<file path="config.mk">
export PLATFORM = sky130hd
export DESIGN_NAME = alu
export DESIGN_NICKNAME = d
export VERILOG_FILES = /design/src/rtl/alu.sv
export SDC_FILE = /design/constraint.sdc
export NUM_CORES = 1
export LEC_CHECK = 0
export ABC_AREA = 1
export CAP_MARGIN = 20
export CORE_UTILIZATION = 55
export CTS_CLUSTER_SIZE = 8
export DETAILED_ROUTE_END_ITERATION = 10
export MAX_ROUTING_LAYER = met4
export PLACE_DENSITY = 0.76
export REMOVE_ABC_BUFFERS = 1
export SYNTH_ARGS = -nofsm -noshare
export SYNTH_HDL_FRONTEND = slang
export SYNTH_SLANG_ARGS = --single-unit
</file>
<file path="constraint.sdc">
create_clock -name CLK -period 0.8 [get_ports CLK]
set_input_delay 0.16 -clock CLK [delete_from_list [all_inputs] [get_ports CLK]]
set_output_delay 0.16 -clock CLK [all_outputs]
set_load 0.01 [all_outputs]
</file>
<file path="src/rtl/alu.sv">
// Registered 16-operation ALU with carry/zero/negative/overflow flags.
// One-cycle latency; Enable=0 holds all outputs; asynchronous active-low reset clears them.
module alu #(
  parameter int WIDTH = 16
) (
  input  logic             CLK,
  input  logic             RST,
  input  logic             Enable,
  input  logic [WIDTH-1:0] Data_A,
  input  logic [WIDTH-1:0] Data_B,
  input  logic [3:0]       Opcode,
  output logic [WIDTH-1:0] Results,
  output logic             CF,
  output logic             ZF,
  output logic             NF,
  output logic             OF
);

  typedef enum logic [3:0] {
    OP_PASS = 4'b0000, OP_ADD = 4'b0001, OP_SUB = 4'b0010, OP_AND = 4'b0011,
    OP_OR   = 4'b0100, OP_XOR = 4'b0101, OP_NOT = 4'b0110, OP_NOR = 4'b0111,
    OP_SHL  = 4'b1000, OP_SHR = 4'b1001, OP_SAR = 4'b1010, OP_ROL = 4'b1011,
    OP_ROR  = 4'b1100, OP_INC = 4'b1101, OP_DEC = 4'b1110, OP_MUL = 4'b1111
  } op_e;

  logic [WIDTH-1:0]   res_d, res_q;
  logic               cf_d, cf_q, of_d, of_q;
  logic               zf_q, nf_q;
  logic [3:0]         amt;
  logic [WIDTH-1:0]   b_eff;
  logic [WIDTH:0]     sum, diff;
  logic [WIDTH:0]     shl_ext, shr_ext, sar_ext;
  logic [2*WIDTH-1:0] rol_ext, ror_ext, prod;

  assign amt = Data_B[3:0];
  // INC/DEC reuse the adder and subtractor with a constant second operand.
  assign b_eff = (Opcode == OP_INC || Opcode == OP_DEC) ? WIDTH'(1) : Data_B;

  always_comb begin
    sum     = {1'b0, Data_A} + {1'b0, b_eff};
    diff    = {1'b0, Data_A} - {1'b0, b_eff};
    // A guard bit beside the operand catches the last bit shifted out.
    shl_ext = {1'b0, Data_A} << amt;
    shr_ext = {Data_A, 1'b0} >> amt;
    sar_ext = $signed({Data_A, 1'b0}) >>> amt;
    rol_ext = {Data_A, Data_A} << amt;
    ror_ext = {Data_A, Data_A} >> amt;
    prod    = {{WIDTH{1'b0}}, Data_A} * {{WIDTH{1'b0}}, Data_B};

    res_d = Data_A;
    cf_d  = 1'b0;
    of_d  = 1'b0;
    case (op_e'(Opcode))
      OP_PASS: res_d = Data_A;
      OP_ADD, OP_INC: begin
        res_d = sum[WIDTH-1:0];
        cf_d  = sum[WIDTH];
        of_d  = (Data_A[WIDTH-1] == b_eff[WIDTH-1]) && (sum[WIDTH-1] != Data_A[WIDTH-1]);
      end
      OP_SUB, OP_DEC: begin
        res_d = diff[WIDTH-1:0];
        cf_d  = diff[WIDTH];
        of_d  = (Data_A[WIDTH-1] != b_eff[WIDTH-1]) && (diff[WIDTH-1] != Data_A[WIDTH-1]);
      end
      OP_AND:  res_d = Data_A & Data_B;
      OP_OR:   res_d = Data_A | Data_B;
      OP_XOR:  res_d = Data_A ^ Data_B;
      OP_NOT:  res_d = ~Data_A;
      OP_NOR:  res_d = ~(Data_A | Data_B);
      OP_SHL: begin
        res_d = shl_ext[WIDTH-1:0];
        cf_d  = shl_ext[WIDTH];
      end
      OP_SHR: begin
        res_d = shr_ext[WIDTH:1];
        cf_d  = shr_ext[0];
      end
      OP_SAR: begin
        res_d = sar_ext[WIDTH:1];
        cf_d  = sar_ext[0];
      end
      OP_ROL: begin
        res_d = rol_ext[2*WIDTH-1:WIDTH];
        cf_d  = (amt != 4'd0) && rol_ext[WIDTH];
      end
      OP_ROR: begin
        res_d = ror_ext[WIDTH-1:0];
        cf_d  = (amt != 4'd0) && ror_ext[WIDTH-1];
      end
      OP_MUL: begin
        res_d = prod[WIDTH-1:0];
        cf_d  = |prod[2*WIDTH-1:WIDTH];
      end
      default: res_d = Data_A;
    endcase
  end

  always_ff @(posedge CLK or negedge RST) begin
    if (!RST) begin
      res_q <= '0;
      cf_q  <= 1'b0;
      zf_q  <= 1'b0;
      nf_q  <= 1'b0;
      of_q  <= 1'b0;
    end else if (Enable) begin
      res_q <= res_d;
      cf_q  <= cf_d;
      zf_q  <= (res_d == '0);
      nf_q  <= res_d[WIDTH-1];
      of_q  <= of_d;
    end
  end

  assign Results = res_q;
  assign CF      = cf_q;
  assign ZF      = zf_q;
  assign NF      = nf_q;
  assign OF      = of_q;

endmodule

</file>
==> flow_summary.toml, run 1 <==
[status]
status = "aborted with a tool error"
stop_stage = "global routing"
stop_error = "[ERROR GRT-0232] Routing congestion too high. Check the congestion heatmap in the GUI."

[floorplan]
io_pins = 59
start_util = 0.559
rows = 62
die_x_um = 173
die_h_um = 173

[logic_synthesis]
yosys.cell_types.count = 47
ys_ff_latch = 19
avgSynthCellArea_um2 = 6.04
synth.largest_area_cell = "fa_1"
synth_top_area_frac = 0.245
yosysSeqAreaShare = 0.0297
synth_area_leaders = "fa_1 (24%), nand2_1 (21%), ha_1 (13%), inv_1 (13%), nand3_1 (7.5%)"
syn_inst = 2653
syn_area_um2 = 16000
yosys_warnings = 0

[placed_design]
placed_cells = 3446
port_buffers = 58
placed_area_um2 = 20300
hpwlAfterDp_um = 57200
place_ws_ns = -5.58
routabilityCongestion = 1.07

[clock_tree]
h-tree-depth = 1
root_buffer = "clkbuf_16"
cts_made_buffers = 3
clock-sinks = 19
clockBufferDepth = 2

[global_routing]
grt_usage = 0.930
grt_max_degree = 37
overflow = 759

[timing]
worst_endpoint = "ZF$_DFFE_PN0P_/D"
endpoint_type = "sequential cell input"
-- cells by family after synthesis --
group           synth area share
compound gates            0.0602
xor+xnor                 0.00601
fa+ha+maj                  0.377
buf+inv                    0.163
flops                     0.0297
simple gates               0.365
-- synthesized netlist by cell type (all sizes together) --
cell,n
o211ai,6
xnor2,4
buf,50
a31o,1
o21bai,8
a21o,1
nor3b,1
a31oi,2
nand4,28
nor2,186
ha,169
inv,551
o2bb2ai,1
or2,4
clkbuf,65
o21ai,80
o31ai,2
nor3,12
o22ai,1
nand3b,4
nand2,928
clkinv,2
a22o,1
o21a,4
xor2,7
fa,196
a21oi,70
and2,5
a211oi,1
dfrtp,19
nand3,244
-- repair_timing --
| item | 4_1_cts |
|---|---|
| hold buffers | 0 |
| pin swaps | 235 |
| cloned | 13 |
| buffers inserted | 100 |
| endpoints found under the setup margin | 39 |
| resized for setup | 794 |
-- per-stage QoR --
stage           util  TNS [ns]  hold slack (ns)
2_1_floorplan      -    -55.30           -0.136
3_3_place_gp   0.708    -87.92            0.469
3_5_place_dp   0.708    -89.52            0.489
4_1_cts        0.819    -68.01            0.253
-- metal layers --
| metal | track usage | GRT overflow |
|---|---|---|
| met3 | 0.816 | 50 |
| met1 | 0.895 | 35 |
| met2 | 1.05 | 488 |
| met5 | - | - |
| met4 | 0.942 | 186 |
==> run 2: changes to the inputs <==
Settings changed: CORE_UTILIZATION 55 to 40, CTS_CLUSTER_SIZE 8 to not set, MAX_ROUTING_LAYER met4 to not set, PLACE_DENSITY 0.76 to not set, PLACE_DENSITY_LB_ADDON set to 0.15.
Clock period 0.8 ns to 1.05 ns, I/O delays scaled along.
==> run 2 against run 1 <==
  * The flow now finishes, with violations (setup timing)
  * Synthesized cell count is the same
  * Area after synthesis is the same
==> flow_summary.toml, run 2 <==
[logic_synthesis]
syn_inst = 2653
synth.largest_area_cell = "fa_1"
synth_top_area_frac = 0.245
ys_ff_latch = 19
yosys-top-cells-count = "nand2_1 (910), inv_1 (539), nand3_1 (240)"
yosys_warnings = 0
synthMuxAreaShare = 0
synth_top_family_by_area = "adder cells"
synthArstFlopShare = 1.00
synth_xor_area_frac = 0.00601
synthFlopType = "dfrtp_1"
yosys.cell_types.count = 47
synth_compound_area_frac = 0.0602
syn_area_um2 = 16000
avgSynthCellArea_um2 = 6.04
synth_simple_gate_area_frac = 0.365
synth_fa_ha_area_frac = 0.377
synth_edf_count = 0
synth_area_leaders = "fa_1 (24%), nand2_1 (21%), ha_1 (13%), inv_1 (13%), nand3_1 (7.5%)"
yosysSeqAreaShare = 0.0297
synth_most_common_cell = "nand2_1"

[cells_and_area]
mostFrequentLayoutCells = "nand2_1 (763), inv_1 (476), buf_4 (445), nand3_1 (197), fa_1 (183)"
drive_gt1_frac = 0.354
post-route-util = 0.633
final_cells = 3694
largest_register_ffs = 16
finalInstanceArea_um2 = 24800
nets = 3581
area_delta_synth_final_pct = 54.4
final_common_cell = "nand2_1"
antenna_cells = 0
fill_cells = 3572

[timing]
rsz0062_at_grt = "true"
finalHoldViolations = 0
slew_headroom = 0.652
fin_setup_tns_ns = -61.34
timing.final.ws_setup_ns = -4.48
skew_ns = 0
setup_violations = 19
worst_slew_pin_slew_ns = 0.516
period_needed_ns = 5.53
max_freq_mhz = 181
drv_slew = 0
period_share = 5.27

[clock_tree]
h-tree-depth = 1
clockBufferDepth = 2
path_clk_slew_ns = 0.06
root_buffer = "clkbuf_16"
cts_tree = "yes"
cts_made_buffers = 3
clk_latency_ns = 0.25
clock-sinks = 19

[floorplan]
core_area_um2 = 39100
io_pins = 59
start_util = 0.410
die_h_um = 202
die-area_um2 = 40900
rows = 72
die_x_um = 202

[power]
clkPwrFrac = 0.010
sw_frac_of_total = 0.549
p_comb_frac = 0.978
p_sw_uw = 45500
power.density_nw_per_um2 = 3340
leakage_uw = 0.0136
vdd_drop_max_mv = 5.68
p_int_uw = 37300
p_seq_frac = 0.012

[status]
status = "finished with violations"
violations = "setup timing"

[detailed_routing]
wire_per_inst_um = 20.0
vias_per_cell = 5.21
first_pass_iters = 6
drc = 0
routed_wl_um = 73900
antenna_left = 0
vias = 19300
drtIter0Drc = 1549

[setup_path]
startpoint = "Data_A[14]"
critical_path_class = "in2reg"
crit_path_frequent_cell = "nand2_1"
critPathRequiredTime_ns = 1.19
max_stage_delay_ns = 0.53
cp-end-kind = "flop"
worstSetupStartpointType = "primary input"
arrival_ns = 5.67
reg2reg_from = "Results[1]$_DFFE_PN0P_"
critical_path.max_fanout = 9
cp_slowest_cell = "fa_1"

[global_routing]
overflow = 0
grt_pass1_vias = 19200
grt_max_degree = 48
grt_usage = 0.360
grt_pass1_wl_um = 113000
antenna_found_initial = 0

[placed_design]
routabilityCongestion = 1.01
placed_cells = 3576
placed_area_um2 = 20600
hpwlAfterDp_um = 58600
port_buffers = 58

[worst_hold_path]
hold_path_class = "in2async"

[job]
cap_viol_max_count = 0
-- run 2: path summary, 6_finish.rpt --
kind | slack, ns | to | depth (start not counted)
worst min-delay path | 0.30 | Results[0]$_DFFE_PN0P_ | 2
max in group asynchronous | 0.62 | Results[15]$_DFFE_PN0P_ | 2
worst max register to register | 0.26 | Results[1]$_DFFE_PN0P_ | 2
worst max-delay path | -4.48 | CF$_DFFE_PN0P_ | 30
min in group CLK | 0.48 | Results[0]$_DFFE_PN0P_ | 2
worst min register to register | 0.48 | Results[0]$_DFFE_PN0P_ | 2
-- run 2: per-stage QoR --
step	setup slack [ns]	power (uW)	hold WS, ns
floorplan	-4.02	32300	-0.0856
global placement	-5.37	51700	0.475
detailed placement	-5.40	52200	0.474
CTS	-4.53	74300	0.304
global route	-4.69	89000	0.314
finish	-4.48	82800	0.299
-- run 2: cells by family after synthesis --
logic type                 Yosys count
AOI/OAI and AO/OA                  178
xor gates and xnor gates            11
and+or+nand+nor                   1412
buffers and inverters              668
DFF                                 19
adders and majority gates          365
-- run 2: final cells by class --
class,instances,area (um2),area share
clock buffer,4,78.8,0.00318
inverter,553,2100,0.0849
multi-input combinational,1966,15400,0.622
sequential,19,475,0.0192
tap,518,648,0.0262
timing repair buffer,634,6060,0.245
-- run 2: layer usage --
metal,track usage,up-vias,share of wire
met5,0,-,0
met4,0.124,0,0.046
met3,0.0243,176,0.061
met2,0.614,739,0.48
met1,0.481,9274,0.42
li1,-,9067,-
-- run 2: critical path: cells and delay by family --
family / cells / cell delay, ns
buffers and inverters: 8 / 1.05
adder cells (fa/ha/maj): 7 / 2.93
AO/OA/AOI/OAI: 2 / 0.42
AND/OR/NAND/NOR: 13 / 1.04
-- run 2: timing repair --
action,CTS,global route
setup endpoints to repair,39,19
hold endpoints to repair,0,0
pin swaps,213,219
buffers inserted,82,36
gates resized for setup,682,311
gates cloned,12,3
hold buffers,0,0
-- run 2: power groups by stage --
stage | sequential [uW] | combinational (uW) | clock, uW
finish | 992 | 81000 | 792
CTS | 992 | 72500 | 798
floorplan | 1070 | 31300 | 0
global placement | 1010 | 50700 | 0
detailed placement | 1010 | 51200 | 0
global route | 1010 | 87100 | 819
(Power assumes the default switching activity.)
==> run 3: changes to the inputs <==
Settings changed: CORE_MARGIN set to 2.
==> run 3 against run 2 <==
  * The flow still finishes with violations (setup timing)
  * Cell count up 0.62%
  * Maximum frequency grew 0.72%
  * Total power decreased by 6.7%
  * Cell area fell by 1.1%
==> flow_summary.toml, run 3 (synthesized netlist as in run 2, its figures left out) <==
[status]
status = "finished with violations"
violations = "setup timing"

[timing]
worst_slew_pin_slew_ns = 0.455
slew_headroom = 0.696
fin_setup_tns_ns = -61.40
period_share = 5.23
max_freq_mhz = 182
setup_violations = 20
finalHoldViolations = 0
period_needed_ns = 5.49
hold_slack_ns = 0.307
rsz0062_at_grt = "true"
timing.final.ws_setup_ns = -4.44
skew_ns = 0
drv_slew = 0

[detailed_routing]
wire_per_inst_um = 19.9
drc = 0
antenna_left = 0
vias_per_cell = 5.17
routed_wl_um = 74000
first_pass_iters = 6
vias = 19200
drtIter0Drc = 1664

[cells_and_area]
nets = 3597
area_delta_synth_final_pct = 52.8
largest_register_ffs = 16
mostFrequentLayoutCells = "nand2_1 (763), inv_1 (475), buf_4 (457), nand3_1 (202), fa_1 (181)"
antenna_cells = 0
drive_gt1_frac = 0.346
fill_cells = 3715
final_common_cell = "nand2_1"
post-route-util = 0.618

[setup_path]
max_stage_delay_ns = 0.56
critPathRequiredTime_ns = 1.20
critical_path.max_fanout = 5
cp_slowest_cell = "fa_1"
worstSetupStartpointType = "primary input"
arrival_ns = 5.64
critical_path_class = "in2reg"
cp-end-kind = "flop"

[floorplan]
die_h_um = 204
core_area_um2 = 39600
die-area_um2 = 41700
io_pins = 59
die_x_um = 204
rows = 73
start_util = 0.404

[global_routing]
grt_max_degree = 46
grt_pass1_vias = 19100
grt_pass1_wl_um = 112000
overflow = 0
antenna_found_initial = 0
grt_usage = 0.352

[clock_tree]
clk_latency_ns = 0.26
cts_made_buffers = 3
path_clk_slew_ns = 0.06
cts_tree = "yes"
clockBufferDepth = 2
root_buffer = "clkbuf_16"
cts-hold-fix-buffers = 0
h-tree-depth = 1
clock-sinks = 19

[job]
cap_viol_max_count = 0

[placed_design]
routabilityCongestion = 1.01
port_buffers = 58
hpwlAfterDp_um = 59600

[worst_hold_path]
hold_path_class = "in2async"

[power]
leakage_uw = 0.0136
power.density_nw_per_um2 = 3150
power_uw = 77200
vdd_drop_max_mv = 4.97
run 3: metrics by stage:
| step | worst slack [ns] | std cells | instance area [um2] |
|---|---|---|---|
| after global routing | -4.66 | 3717 | 24500 |
| final | -4.44 | 3717 | 24500 |
| after CTS | -4.68 | 3669 | 23000 |
| after detailed placement | -5.41 | 3611 | 20800 |
| after global placement | -5.42 | 3611 | 20800 |
| after floorplan | -4.02 | 2538 | 15500 |
run 3: area by class of cell:
class / instances / area (um2) / area share
multi-input cells: 1966 / 15100 / 0.616
clock buffers: 4 / 78.8 / 0.00322
inverters: 553 / 2100 / 0.0857
repair buffers: 650 / 6100 / 0.249
well taps: 525 / 657 / 0.0268
flip-flops and latches: 19 / 475 / 0.0194
run 3: worst max-delay path: cells and delay by family:
kind,cells,cell delay [ns]
adders and majority gates,7,3.25
and+or+nand+nor,15,1.32
buffers and inverters,8,0.83
run 3: final timing paths:
path                                              from                endpoint  slack, ns  depth (start not counted)
worst max-delay path                         Data_B[7]          CF$_DFFE_PN0P_      -4.44                         30
worst min-delay path                               RST  Results[1]$_DFFE_PN0P_       0.31                          2
worst max register to register          OF$_DFFE_PN0P_          OF$_DFFE_PN0P_       0.24                          3
worst min register to register  Results[1]$_DFFE_PN0P_  Results[1]$_DFFE_PN0P_       0.48                          1
max in group asynchronous                          RST          CF$_DFFE_PN0P_       0.61                          2
min in group CLK                Results[1]$_DFFE_PN0P_  Results[1]$_DFFE_PN0P_       0.48                          1
run 3: power by group:
group	internal, uW	switching (uW)
registers	890	85.8
clock network	518	300
logic	34000	41400
run 3: what timing repair did:
item / CTS / global route
gates cloned: 8 / 4
endpoints found under the setup margin: 39 / 21
pin swaps: 161 / 199
endpoints found under the hold margin: 0 / 0
buffers inserted: 48 / 55
gates resized for setup: 587 / 361
run 3: routing by layer:
layer / GRT usage / wire, um / share of wire / vias to the layer above
li1: - / - / - / 9083
met1: 0.470 / 31500 / 0.43 / 9254
met2: 0.578 / 34000 / 0.46 / 714
met3: 0.0451 / 5030 / 0.068 / 156
met4: 0.141 / 3500 / 0.047 / 0
met5: 0 / 0 / 0 / -
==> run 4: changes to the inputs <==
Settings changed: CORE_ASPECT_RATIO set to 1.1.
==> run 4 against run 3 <==
  * The run still ends with setup timing left
  * Count of clock-buffer cells in the layout decreased by 1
  * Combinational power increased by 7.0%
  * Hold slack got worse by 0.0016 ns
  * Critical path type unchanged
  * Largest cell class unchanged
  * Setup slack improved by 0.088 ns
  * Cell count increased by 1.1%
  * Sequential share of layout area decreased by 0.065 points
  * Die area about the same
  * Maximum frequency increased by 1.6%
==> flow_summary.toml, run 4 (synthesized netlist as in run 2, its figures left out) <==
[status]
status = "finished with violations"
violations = "setup timing"

[clock_tree]
root_buffer = "clkbuf_16"
clockBufferDepth = 2
clk_latency_ns = 0.25
path_clk_slew_ns = 0.06
clock-sinks = 19
cts_tree = "yes"
cts-hold-fix-buffers = 0
cts_made_buffers = 3
h-tree-depth = 1

[placed_design]
hpwlAfterDp_um = 56900
placed_cells = 3592
routabilityCongestion = 0.980
port_buffers = 58

[cells_and_area]
nets = 3657
antenna_cells = 0
area_delta_synth_final_pct = 58.1
final_cells = 3759
mostFrequentLayoutCells = "nand2_1 (733), buf_4 (500), inv_1 (459), nand3_1 (200), fa_1 (176)"
final_common_cell = "nand2_1"
largest_register_ffs = 16
drive_gt1_frac = 0.383

[detailed_routing]
drc = 0
first_pass_iters = 7
antenna_left = 0
vias_per_cell = 5.23
drtIter0Drc = 1311
routed_wl_um = 73800
wire_per_inst_um = 19.6
vias = 19700

[timing]
period_share = 5.14
hold_slack_ns = 0.306
worst_slew_pin_slew_ns = 0.455
max_freq_mhz = 185
period_needed_ns = 5.40
finalHoldViolations = 0
skew_ns = 0
timing.final.ws_setup_ns = -4.35
setup_violations = 20
drv_slew = 0
rsz0062_at_grt = "true"
slew_headroom = 0.695

[global_routing]
overflow = 0
grt_pass1_wl_um = 112000
antenna_found_initial = 1
grt_pass1_vias = 20200
grt_usage = 0.346
grt_max_degree = 40

[setup_path]
arrival_ns = 5.54
crit_path_frequent_cell = "nand2_1"
worstSetupStartpointType = "primary input"
crit_buf_inv = 6
cp_slowest_cell = "fa_1"
reg2reg_from = "OF$_DFFE_PN0P_"
startpoint = "Data_B[8]"
crit_family = "adder cells"
critical_path_class = "in2reg"
max_stage_delay_ns = 0.58
critical_path.max_fanout = 5
critPathRequiredTime_ns = 1.19
cp-end-kind = "flop"

[job]
cap_viol_max_count = 0

[floorplan]
die_h_um = 214
io_pins = 59
core_area_um2 = 39400
rows = 76
die-area_um2 = 41700
start_util = 0.407
die_x_um = 195

[power]
leakage_uw = 0.0139
power.density_nw_per_um2 = 3260
vdd_drop_max_mv = 10.2

[worst_hold_path]
hold_path_class = "in2async"
## run 4: report_power, final
group          internal, uW  switching [uW]
Sequential              891             108
Clock                   510             274
Combinational         36100           44700
Total                 37500           45000
## run 4: path summary, 6_finish.rpt
| kind | end | slack, ns | cells after the start |
|---|---|---|---|
| hold reg to reg | Results[7]$_DFFE_PN0P_ | 0.48 | 2 |
| setup / recovery | CF$_DFFE_PN0P_ | -4.35 | 30 |
| setup reg to reg | OF$_DFFE_PN0P_ | 0.29 | 3 |
| min in group CLK | Results[7]$_DFFE_PN0P_ | 0.48 | 2 |
| hold / removal | Results[15]$_DFFE_PN0P_ | 0.31 | 2 |
| max in group asynchronous | CF$_DFFE_PN0P_ | 0.61 | 2 |
## run 4: metal layers
metal,track usage,vias to the layer above,share of wire
met3,0.0294,249,0.059
met4,0.170,2,0.066
met2,0.609,766,0.48
li1,-,9205,-
met1,0.426,9445,0.39
met5,0,-,0.00020
## run 4: repair_timing
action / 4_1_cts / 5_1_grt
pin swaps: 258 / 183
setup endpoints to repair: 39 / 20
gates cloned: 12 / 5
resized for setup: 785 / 303
setup buffers: 127 / 44
## run 4: layout make-up
class | instances | area [um2]
clock inverters | 1 | 5.00
clock buffers | 3 | 75.1
multi-input cells | 1966 | 15400
repair buffers | 710 | 6680
well taps | 507 | 634
flip-flops and latches | 19 | 475
fillers | 3521 | 14000
inverters | 553 | 2120
## run 4: per-stage QoR
stage	TNS, ns	setup slack (ns)	utilization	cell area (um2)	total power [uW]
2_1_floorplan	-51.50	-4.02	-	15500	32300
3_3_place_gp	-78.96	-5.26	0.523	20600	52800
3_5_place_dp	-79.33	-5.27	0.523	20600	53200
4_1_cts	-61.09	-4.34	0.608	23900	74100
5_1_grt	-62.82	-4.58	0.644	25300	89100
6_report	-60.54	-4.35	0.644	25300	82500
